<file path="src/rtl/mac_seq_multiplier_if.sv">
// Operand/product handshake bundle for the sequential multiplier.
interface mac_seq_multiplier_if #(
  parameter int unsigned WIDTH = 8
);
  logic                   in_valid;
  logic                   in_ready;
  logic [WIDTH-1:0]       a;
  logic [WIDTH-1:0]       b;
  logic                   busy;
  logic                   out_valid;
  logic                   out_ready;
  logic [2*WIDTH-1:0]     product;
  logic [WIDTH-1:0]       product_lo;

  // Producer/consumer side of the multiplier.
  modport master (
    output in_valid, a, b, out_ready,
    input  in_ready, busy, out_valid, product, product_lo
  );

  // Multiplier side.
  modport slave (
    input  in_valid, a, b, out_ready,
    output in_ready, busy, out_valid, product, product_lo
  );
endinterface

</file>
<file path="src/rtl/mac_seq_multiplier.sv">
// Shift-and-add unsigned multiplier, one multiplier bit per cycle.
// product_lo feeds operand a of the downstream accumulate adder.
module mac_seq_multiplier #(
  parameter int unsigned WIDTH      = 8,
  parameter bit          EARLY_EXIT = 1'b0
) (
  input  logic                 clk,
  input  logic                 rst,
  mac_seq_multiplier_if.slave  bus
);

  localparam int unsigned PW = 2 * WIDTH;
  localparam int unsigned CW = $clog2(WIDTH + 1);

  typedef enum logic [1:0] {
    S_IDLE = 2'd0,
    S_RUN  = 2'd1,
    S_DONE = 2'd2
  } state_e;

  state_e          state_q, state_d;
  logic [PW-1:0]   mcand_q, mcand_d;
  logic [WIDTH-1:0] mplr_q, mplr_d;
  logic [PW-1:0]   acc_q, acc_d;
  logic [CW-1:0]   cnt_q, cnt_d;
  logic [PW-1:0]   product_q, product_d;
  logic [PW-1:0]   acc_sum;
  logic            last_iter;

  // Next-state and datapath update for accept, iterate and hand-off.
  always_comb begin
    state_d   = state_q;
    mcand_d   = mcand_q;
    mplr_d    = mplr_q;
    acc_d     = acc_q;
    cnt_d     = cnt_q;
    product_d = product_q;
    acc_sum   = mplr_q[0] ? PW'(acc_q + mcand_q) : acc_q;
    last_iter = 1'b0;

    unique case (state_q)
      S_IDLE: begin
        if (bus.in_valid) begin
          mcand_d = PW'(bus.a);
          mplr_d  = bus.b;
          acc_d   = '0;
          cnt_d   = '0;
          state_d = S_RUN;
        end
      end
      S_RUN: begin
        mcand_d   = mcand_q << 1;
        mplr_d    = mplr_q >> 1;
        cnt_d     = CW'(cnt_q + CW'(1));
        acc_d     = acc_sum;
        // Early exit once no set multiplier bits remain to be added.
        last_iter = (cnt_q == CW'(WIDTH - 1)) ||
                    (EARLY_EXIT && (mplr_d == '0));
        if (last_iter) begin
          product_d = acc_sum;
          state_d   = S_DONE;
        end
      end
      S_DONE: begin
        // Product is held until the consumer takes it; new operands are ignored.
        if (bus.out_ready) begin
          state_d = S_IDLE;
        end
      end
      default: begin
        state_d = S_IDLE;
      end
    endcase
  end

  // State and datapath registers with synchronous clear.
  always_ff @(posedge clk) begin
    if (rst) begin
      state_q   <= S_IDLE;
      mcand_q   <= '0;
      mplr_q    <= '0;
      acc_q     <= '0;
      cnt_q     <= '0;
      product_q <= '0;
    end else begin
      state_q   <= state_d;
      mcand_q   <= mcand_d;
      mplr_q    <= mplr_d;
      acc_q     <= acc_d;
      cnt_q     <= cnt_d;
      product_q <= product_d;
    end
  end

  // Status decoded from registered state; in_ready is also masked by reset.
  assign bus.in_ready   = (state_q == S_IDLE) && !rst;
  assign bus.busy       = (state_q != S_IDLE);
  assign bus.out_valid  = (state_q == S_DONE);
  assign bus.product    = product_q;
  assign bus.product_lo = product_q[WIDTH-1:0];

endmodule

</file>
<file path="src/flat_wrapper.sv">
// flat-port wrapper written by rule: the top's interface ports become plain ports
module mac_seq_multiplier_flat 
#(
  parameter int unsigned WIDTH      = 8,
  parameter bit          EARLY_EXIT = 1'b0
)
  (clk, rst, bus_in_valid, bus_a, bus_b, bus_out_ready, bus_in_ready, bus_busy, bus_out_valid, bus_product, bus_product_lo);
  mac_seq_multiplier_if #(.WIDTH(WIDTH)) bus_i ();
  input  logic clk;
  input  logic rst;
  input wire logic [$bits(bus_i.in_valid)-1:0] bus_in_valid;
  input wire logic [$bits(bus_i.a)-1:0] bus_a;
  input wire logic [$bits(bus_i.b)-1:0] bus_b;
  input wire logic [$bits(bus_i.out_ready)-1:0] bus_out_ready;
  output wire logic [$bits(bus_i.in_ready)-1:0] bus_in_ready;
  output wire logic [$bits(bus_i.busy)-1:0] bus_busy;
  output wire logic [$bits(bus_i.out_valid)-1:0] bus_out_valid;
  output wire logic [$bits(bus_i.product)-1:0] bus_product;
  output wire logic [$bits(bus_i.product_lo)-1:0] bus_product_lo;
  assign bus_i.in_valid = bus_in_valid;
  assign bus_i.a = bus_a;
  assign bus_i.b = bus_b;
  assign bus_i.out_ready = bus_out_ready;
  assign bus_in_ready = bus_i.in_ready;
  assign bus_busy = bus_i.busy;
  assign bus_out_valid = bus_i.out_valid;
  assign bus_product = bus_i.product;
  assign bus_product_lo = bus_i.product_lo;
  mac_seq_multiplier #(.WIDTH(WIDTH), .EARLY_EXIT(EARLY_EXIT)) u_core (.clk(clk), .rst(rst), .bus(bus_i));
endmodule
</file>
<file path="config.mk">
export PLATFORM = sky130hd
export DESIGN_NAME = mac_seq_multiplier_flat
export DESIGN_NICKNAME = d
export VERILOG_FILES = /design/src/rtl/mac_seq_multiplier_if.sv /design/src/rtl/mac_seq_multiplier.sv /design/src/flat_wrapper.sv
export SDC_FILE = /design/constraint.sdc
export NUM_CORES = 1
export LEC_CHECK = 0
export ABC_CLOCK_PERIOD_IN_PS = 2800
export CAP_MARGIN = 20
export CORE_AREA = 8 8 109 111
export DETAILED_ROUTE_END_ITERATION = 12
export DIE_AREA = 0 0 117 119
export GPL_ROUTABILITY_DRIVEN = 0
export HOLD_SLACK_MARGIN = 0.12
export MAX_ROUTING_LAYER = met4
export SYNTH_ARGS = -nofsm -noshare
export SYNTH_HDL_FRONTEND = slang
export SYNTH_SLANG_ARGS = --single-unit
</file>
<file path="constraint.sdc">
create_clock -name clk -period 2.8 [get_ports clk]
set_input_delay 0.28 -clock clk [delete_from_list [all_inputs] [get_ports clk]]
set_output_delay 0.28 -clock clk [all_outputs]
set_load 0.01 [all_outputs]
</file>
==> flow_summary.toml, run 1 <==
[global_route]
antenna_found_initial = 0
met2_usage = 0.210
grt_busiest_layer = "met2"
grt_pass1_wl_mm = 14.5
grt_usage = 0.132
met3_usage = 0.0303
grt_pass1_vias = 2991
overflow = 0
grtUsageMet1 = 0.162
grt_max_degree = 30

[synthesis]
synthFlopType = "dfxtp_1"
synth-edff-count = 0
ys_ff_latch = 62
synth_cell_types = 56
yosys_warnings = 0
syn-num-nets = 472
synth_area_um2 = 3460
async_flop_share = 0
ys_seq_area_frac = 0.358
netlist_instances = 435
avgSynthCellArea_um2 = 7.96

[cts]
postCtsResizedCells = 0
postCtsHoldBufs = 0
cts_tree = "yes"
clock_sinks = 62
worstSkewPairLatency_ps = 340
cts-root-buf = "clkbuf_8"
clk_path_buf_depth = 2
cts_made_buffers = 9
post_cts.repair.setup_buffers = 0
clkTransAtPathRegs_ps = 70
htreeDepth = 3

[die]
fp.dieH_um = 119
initial_core_util = 0.343
coreArea_um2 = 10100
die_area_um2 = 13900
rows = 37
io_pins = 47
dieWidth_um = 117

[finish]
finalInstanceArea_um2 = 4230
fin_cells = 608
drive_gt1_frac = 0.0826
areaGrowthSynthToFinish_pct = 22.0
antenna_cells = 0
nets = 505
num-fill-cells = 1045

[setup_path]
r2r_start = "u_core.acc_q[0]$_SDFFE_PP0P_"
critPathKind = "flop to flop"
r2r_end = "u_core.acc_q[14]$_SDFFE_PP0P_"
cp-start-kind = "flop"
crit_arrival_ps = 2810
cp_top_family = "compound AO/OA/AOI/OAI gates"
cp_slowest_cell = "fa_1"
cp_max_fo = 3
path_cells = "ha_1 -> fa_1 -> a21o_2 -> a21o_1 -> a21oi_4 -> o31ai_2 -> a311o_1 -> xor2_1 -> a22o_1"
r2r.worst_path.cells = 9
worstSetupEndpointType = "flop"
worstPathRequired_ps = 3030
cp_slowest_stage_delay_ps = 410
reg2reg_slack_ps = 220
timing.critical_path.buf_inv = 0

[routing]
viasPerCell = 5.06
vias = 3075
drcViolationCount = 0
dr.pass1.iters = 4
final_antenna_net_count = 0
drt_iter0_drc = 166
wl_mm = 8.60
routedWlPerCell_um = 14.1

[timing]
slew_viol_final = 0
min_period_over_period = 0.921
tns_ps = 0
grt_setup_unrepaired = "false"
finalSetupViolCount = 0
fin_worst_skew_ps = 11.1
fmax_mhz = 388
holdWs_ps = 324
min_period_ps = 2580
hold_viol = 0
slew_headroom = 0.429
worst_slew_pin_slew_ps = 854

[job]
maxCapViolations = 0

[power]
cellPowerDensity_nw_per_um2 = 485
p_leak_nw = 1.72
max-vdd-ir-drop_mv = 0.219
fin_total_pwr_mw = 2.05

[place]
dp.final_hpwl_mm = 6.39
port_buffers = 46
place_area_um2 = 4000
place_inst = 593

[hold_path]
hold_path_class = "primary input to flop"
hold_end = "u_core.mcand_q[14]$_SDFFE_PP0P_"
holdPathStages = 2
hold_start = "rst"

[run_status]
outcome = "completed"
[layout by cell type, fill, tap and decap left out, types with 8 or more instances in the layout]
master            n
nor3_1           24
a211oi_1          8
clkdlybuf4s50_1  45
buf_4            11
dfxtp_1          62
ha_1             16
clkbuf_8         11
a21oi_1          33
nor2_1           94
nand2_1          20
mux2i_1          10
nor2b_1          23
a22oi_1          15
[cell type report]
type | instances | area [µm²] | area share
Sequential cell | 62 | 1240 | 0.294
Clock buffer | 11 | 151 | 0.0358
Tap cell | 136 | 170 | 0.0403
Clock inverter | 4 | 70.1 | 0.0166
Multi-Input combinational cell | 337 | 2050 | 0.485
Timing Repair Buffer | 57 | 538 | 0.127
Inverter | 1 | 3.75 | 0.000888
[stage by stage]
step	utilization	setup slack (ps)
2_1_floorplan	-	394
3_3_place_gp	0.397	302
3_5_place_dp	0.397	230
4_1_cts	0.419	221
5_1_grt	0.419	113
6_report	0.419	223
[power breakdown]
part | internal [mW] | switching [mW] | total (mW) | leakage [nW]
Sequential | 0.908 | 0.0248 | 0.933 | 0.504
Combinational | 0.107 | 0.133 | 0.240 | 1.10
Clock | 0.542 | 0.337 | 0.878 | 0.115
[routing by layer]
metal | vias up | wire length [µm]
met4 | 0 | 87
met1 | 1431 | 4060
met5 | - | 0
li1 | 1579 | -
met3 | 7 | 373
met2 | 58 | 4080
[registers in the layout, indices dropped and copies added (netlist names)]
signal / flops
u_core.acc_q: 16
u_core.bus.product: 16
u_core.cnt_q: 4
u_core.mcand_q: 16
u_core.mplr_q: 8
u_core.state_q: 2
[synthesized netlist by cell type, types with 7 or more instances]
cell type / n / area, µm²
nor2_1: 95 / 357
dfxtp_1: 62 / 1240
a21oi_1: 33 / 165
nor3_1: 24 / 120
nor2b_1: 23 / 144
nand2_1: 20 / 75.1
clkbuf_1: 19 / 71.3
ha_1: 16 / 200
a22oi_1: 15 / 113
mux2i_1: 10 / 100
a211oi_1: 8 / 60.1
buf_4: 8 / 60.1
o21ai_0: 7 / 35.0
xor2_1: 7 / 61.3
[cell families after synthesis]
| logic type | count (synthesis) | synth area share |
|---|---|---|
| adder cells (fa/ha/maj) | 17 | 0.0636 |
| XOR/XNOR | 11 | 0.0278 |
| flip-flops | 62 | 0.358 |
| multiplexers | 10 | 0.0289 |
| AND/OR/NAND/NOR | 197 | 0.269 |
| buffers and inverters | 36 | 0.0506 |
| AO/OA/AOI/OAI | 102 | 0.202 |
[worst max path at each step]
stage                                   startpoint                       endpoint  slack (ps)  cells after the start
global placement    u_core.mcand_q[0]$_SDFFE_PP0P_  u_core.acc_q[14]$_SDFFE_PP0P_         300                      9
finish                u_core.acc_q[0]$_SDFFE_PP0P_  u_core.acc_q[14]$_SDFFE_PP0P_         220                      9
CTS                   u_core.acc_q[0]$_SDFFE_PP0P_  u_core.acc_q[14]$_SDFFE_PP0P_         220                      9
detailed placement    u_core.acc_q[0]$_SDFFE_PP0P_  u_core.acc_q[14]$_SDFFE_PP0P_         230                      9
global route          u_core.acc_q[0]$_SDFFE_PP0P_  u_core.acc_q[14]$_SDFFE_PP0P_         110                      9
floorplan             u_core.acc_q[0]$_SDFFE_PP0P_  u_core.acc_q[14]$_SDFFE_PP0P_         390                      9
Power figures use the tool's default switching activity.
==> run 2: changes to the inputs <==
--- a/config.mk
+++ b/config.mk
@@ -13,6 +13,7 @@
 export GPL_ROUTABILITY_DRIVEN = 0
 export HOLD_SLACK_MARGIN = 0.12
 export MAX_ROUTING_LAYER = met4
+export SETUP_SLACK_MARGIN = 0.3
 export SYNTH_ARGS = -nofsm -noshare
 export SYNTH_HDL_FRONTEND = slang
 export SYNTH_SLANG_ARGS = --single-unit
==> flow_summary.toml, run 2 (synthesis gave the netlist of run 1 again) <==
[run_status]
outcome = "completed"

[job]
maxCapViolations = 0

[die]
initial_core_util = 0.343
io_pins = 47
coreArea_um2 = 10100
die_area_um2 = 13900
dieWidth_um = 117
fp.dieH_um = 119
rows = 37

[timing]
fin_worst_skew_ps = 10.5
worst_slew_pin_slew_ps = 870
min_period_over_period = 0.880
finalSetupViolCount = 0
tns_ps = 0
fmax_mhz = 406
slew_headroom = 0.419
min_period_ps = 2460
grt_setup_unrepaired = "true"
hold_viol = 0
slew_viol_final = 0

[global_route]
grt_pass1_wl_mm = 14.5
grt_usage = 0.132
grt_pass1_vias = 2989
overflow = 0
antenna_found_initial = 0
grt_max_degree = 30

[setup_path]
critPathKind = "flop to flop"
crit_arrival_ps = 2690
cp_top_family = "compound AO/OA/AOI/OAI gates"
cp_slowest_stage_delay_ps = 360
worstPathRequired_ps = 3030
cp_slowest_cell = "fa_2"
cp_max_fo = 3
path_cells = "ha_2 -> fa_2 -> a21o_2 -> a21o_1 -> a21oi_4 -> o31ai_2 -> a311o_1 -> xor2_1 -> a22o_1"
worstSetupEndpointType = "flop"
cp-start-kind = "flop"
timing.critical_path.buf_inv = 0

[routing]
vias = 3103
met1_length_mm = 4.06
met3_length_um = 379
drcViolationCount = 0
dr.max_layer_used = "met4"
wl_met2_mm = 4.11
dr.pass1.iters = 4
wl_mm = 8.64
final_antenna_net_count = 0
viasPerCell = 5.10
drt_iter0_drc = 157
routedWlPerCell_um = 14.2

[cts]
worstSkewPairLatency_ps = 330
clk_path_buf_depth = 2
cts-root-buf = "clkbuf_8"
clock_sinks = 62
postCtsHoldBufs = 0
htreeDepth = 3
clkTransAtPathRegs_ps = 70
cts_made_buffers = 9
cts_tree = "yes"

[power]
cellPowerDensity_nw_per_um2 = 482
fin_total_pwr_mw = 2.05
max-vdd-ir-drop_mv = 0.219
p_leak_nw = 1.72

[finish]
nets = 506
layout_commonest_cell = "nor2_1"
drive_gt1_frac = 0.0951
areaGrowthSynthToFinish_pct = 22.7
final_cell_mix = "94 x nor2_1, 62 x dfxtp_1, 45 x clkdlybuf4s50_1"
antenna_cells = 0

[hold_path]
hold_path_class = "primary input to flop"

[place]
dp.final_hpwl_mm = 6.39
port_buffers = 46
-- run 2: area by class of cell --
| class | instances | area [µm²] |
|---|---|---|
| Fill cell | 1043 | 5840 |
| Tap cell | 136 | 170 |
| Inverter | 1 | 3.75 |
| Clock inverter | 4 | 70.1 |
| Multi-Input combinational cell | 337 | 2070 |
| Sequential cell | 62 | 1240 |
| Clock buffer | 11 | 151 |
| Timing Repair Buffer | 58 | 546 |
-- run 2: through the flow --
| step | cell area, µm² | util | cells | setup slack, ps | hold WS (ps) |
|---|---|---|---|---|---|
| 2_1_floorplan | 3460 | - | 435 | 394 | 450 |
| 4_1_cts | 4230 | 0.419 | 608 | 304 | 319 |
| 6_report | 4250 | 0.421 | 609 | 336 | 327 |
| 3_5_place_dp | 4000 | 0.397 | 593 | 230 | 475 |
| 3_3_place_gp | 4000 | 0.397 | 593 | 302 | 461 |
| 5_1_grt | 4250 | 0.421 | 609 | 248 | 328 |
-- run 2: per-layer routing --
| layer | track usage | up-vias |
|---|---|---|
| li1 | - | 1583 |
| met1 | 0.162 | 1458 |
| met2 | 0.210 | 54 |
| met3 | 0.0303 | 8 |
| met4 | 0.0384 | 0 |
| met5 | - | - |
-- run 2: what timing repair did --
| action | CTS | global route |
|---|---|---|
| pin swaps | 1 | 4 |
| buffers inserted | 0 | 1 |
| resized for setup | 1 | 4 |
| endpoints found under the setup margin | 3 | 6 |
-- run 2: worst paths after layout --
| check | startpoint | end | cells past startpoint | slack [ps] |
|---|---|---|---|---|
| max reg2reg | u_core.acc_q[0]$_SDFFE_PP0P_ | u_core.acc_q[14]$_SDFFE_PP0P_ | 9 | 340 |
| min | rst | u_core.mcand_q[14]$_SDFFE_PP0P_ | 2 | 330 |
| max | u_core.acc_q[0]$_SDFFE_PP0P_ | u_core.acc_q[14]$_SDFFE_PP0P_ | 9 | 340 |
| min reg2reg | u_core.bus.product[2]$_SDFFE_PP0P_ | u_core.bus.product[2]$_SDFFE_PP0P_ | 2 | 480 |
-- run 2: report_power, final --
| part | internal [mW] | switching (mW) |
|---|---|---|
| clock | 0.542 | 0.335 |
| sequential | 0.908 | 0.0249 |
| combinational | 0.107 | 0.134 |
==> run 3: changes to the inputs <==
--- a/config.mk
+++ b/config.mk
@@ -17,3 +17,4 @@
 export SYNTH_ARGS = -nofsm -noshare
 export SYNTH_HDL_FRONTEND = slang
 export SYNTH_SLANG_ARGS = --single-unit
+export TNS_END_PERCENT = 30
==> flow_summary.toml, run 3 (synthesis gave the netlist of run 1 again) <==
[die]
die_area_um2 = 13900
dieWidth_um = 117
rows = 37
fp.dieH_um = 119
initial_core_util = 0.343
io_pins = 47
coreArea_um2 = 10100

[timing]
tns_ps = 0
fmax_mhz = 402
worst_slew_pin_slew_ps = 883
min_period_over_period = 0.888
fin_worst_skew_ps = 9.50
timing.final.ws_setup_ps = 314
grt_setup_unrepaired = "true"
min_period_ps = 2490
slew_headroom = 0.410
finalSetupViolCount = 0
hold_viol = 0
slew_viol_final = 0

[global_route]
grt_pass1_wl_mm = 14.5
grt_usage = 0.132
antenna_found_initial = 0
overflow = 0
grt_max_degree = 30
grt_pass1_vias = 2989

[cts]
postCtsHoldBufs = 0
worstSkewPairLatency_ps = 330
cts_made_buffers = 9
cts_tree = "yes"
clk_path_buf_depth = 2
clock_sinks = 62
clkTransAtPathRegs_ps = 70
cts-root-buf = "clkbuf_8"
htreeDepth = 3

[setup_path]
cp_top_family = "compound AO/OA/AOI/OAI gates"
cp_max_fo = 3
critPathKind = "flop to flop"
cp-start-kind = "flop"
crit_arrival_ps = 2720
path_cells = "ha_1 -> fa_2 -> a21o_2 -> a21o_1 -> a21oi_4 -> o31ai_2 -> a311o_1 -> xor2_1 -> a22o_1"
timing.critical_path.buf_inv = 0
cp_slowest_cell = "fa_2"
worstPathRequired_ps = 3030
cp_slowest_stage_delay_ps = 360
worstSetupEndpointType = "flop"

[finish]
final_cell_mix = "94 x nor2_1, 62 x dfxtp_1, 45 x clkdlybuf4s50_1"
drive_gt1_frac = 0.0888
num-fill-cells = 1043
layout_commonest_cell = "nor2_1"
nets = 506
final_core_util = 0.420
areaGrowthSynthToFinish_pct = 22.4
antenna_cells = 0

[power]
cellPowerDensity_nw_per_um2 = 483
max-vdd-ir-drop_mv = 0.220
p_leak_nw = 1.72

[routing]
drt_iter0_drc = 161
dr.pass1.iters = 4
routedWlPerCell_um = 14.1
drcViolationCount = 0
wl_mm = 8.59
vias = 3091
final_antenna_net_count = 0
viasPerCell = 5.08

[place]
port_buffers = 46
dp.final_hpwl_mm = 6.39
pre_cts_ws_ps = 230

[job]
maxCapViolations = 0

[hold_path]
hold_path_class = "primary input to flop"

[run_status]
outcome = "completed"
## run 3: where the power goes
group / switching [mW] / internal (mW)
clock: 0.335 / 0.542
combinational: 0.133 / 0.107
sequential: 0.0248 / 0.908
total: 0.492 / 1.56
## run 3: area by class of cell
class	instances	area, µm²	area share
multi-input combinational	337	2060	0.486
clock inverter	4	70.1	0.0165
inverter	1	3.75	0.000885
timing repair buffer	58	546	0.129
clock buffer	11	151	0.0357
tap	136	170	0.0401
sequential	62	1240	0.293
## run 3: path summary, 6_finish.rpt
path,depth (start not counted),startpoint,slack [ps],to
hold / removal,2,rst,330,u_core.mcand_q[14]$_SDFFE_PP0P_
hold reg to reg,2,u_core.bus.product[2]$_SDFFE_PP0P_,480,u_core.bus.product[2]$_SDFFE_PP0P_
setup / recovery,9,u_core.acc_q[0]$_SDFFE_PP0P_,310,u_core.acc_q[14]$_SDFFE_PP0P_
setup reg to reg,9,u_core.acc_q[0]$_SDFFE_PP0P_,310,u_core.acc_q[14]$_SDFFE_PP0P_
## run 3: metal layers
metal / global-route usage / routed length (µm) / vias to the layer above
met5: - / 0 / -
li1: - / - / 1585
met1: 0.162 / 4040 / 1444
met3: 0.0303 / 374 / 8
met2: 0.210 / 4070 / 54
met4: 0.0384 / 100 / 0
## run 3: what timing repair did
| action | 4_1_cts | 5_1_grt |
|---|---|---|
| pin swaps | 1 | 2 |
| setup endpoints to repair | 3 | 6 |
| buffers inserted | 0 | 1 |
| resized for setup | 1 | 1 |
## run 3: per-stage QoR
step	power [mW]	cell area, µm²	hold WS (ps)	cells
finish	2.05	4240	326	609
global route	2.15	4240	328	609
CTS	2.08	4230	319	608
detailed placement	1.19	4000	475	593
global placement	1.19	4000	461	593
floorplan	1.11	3460	450	435
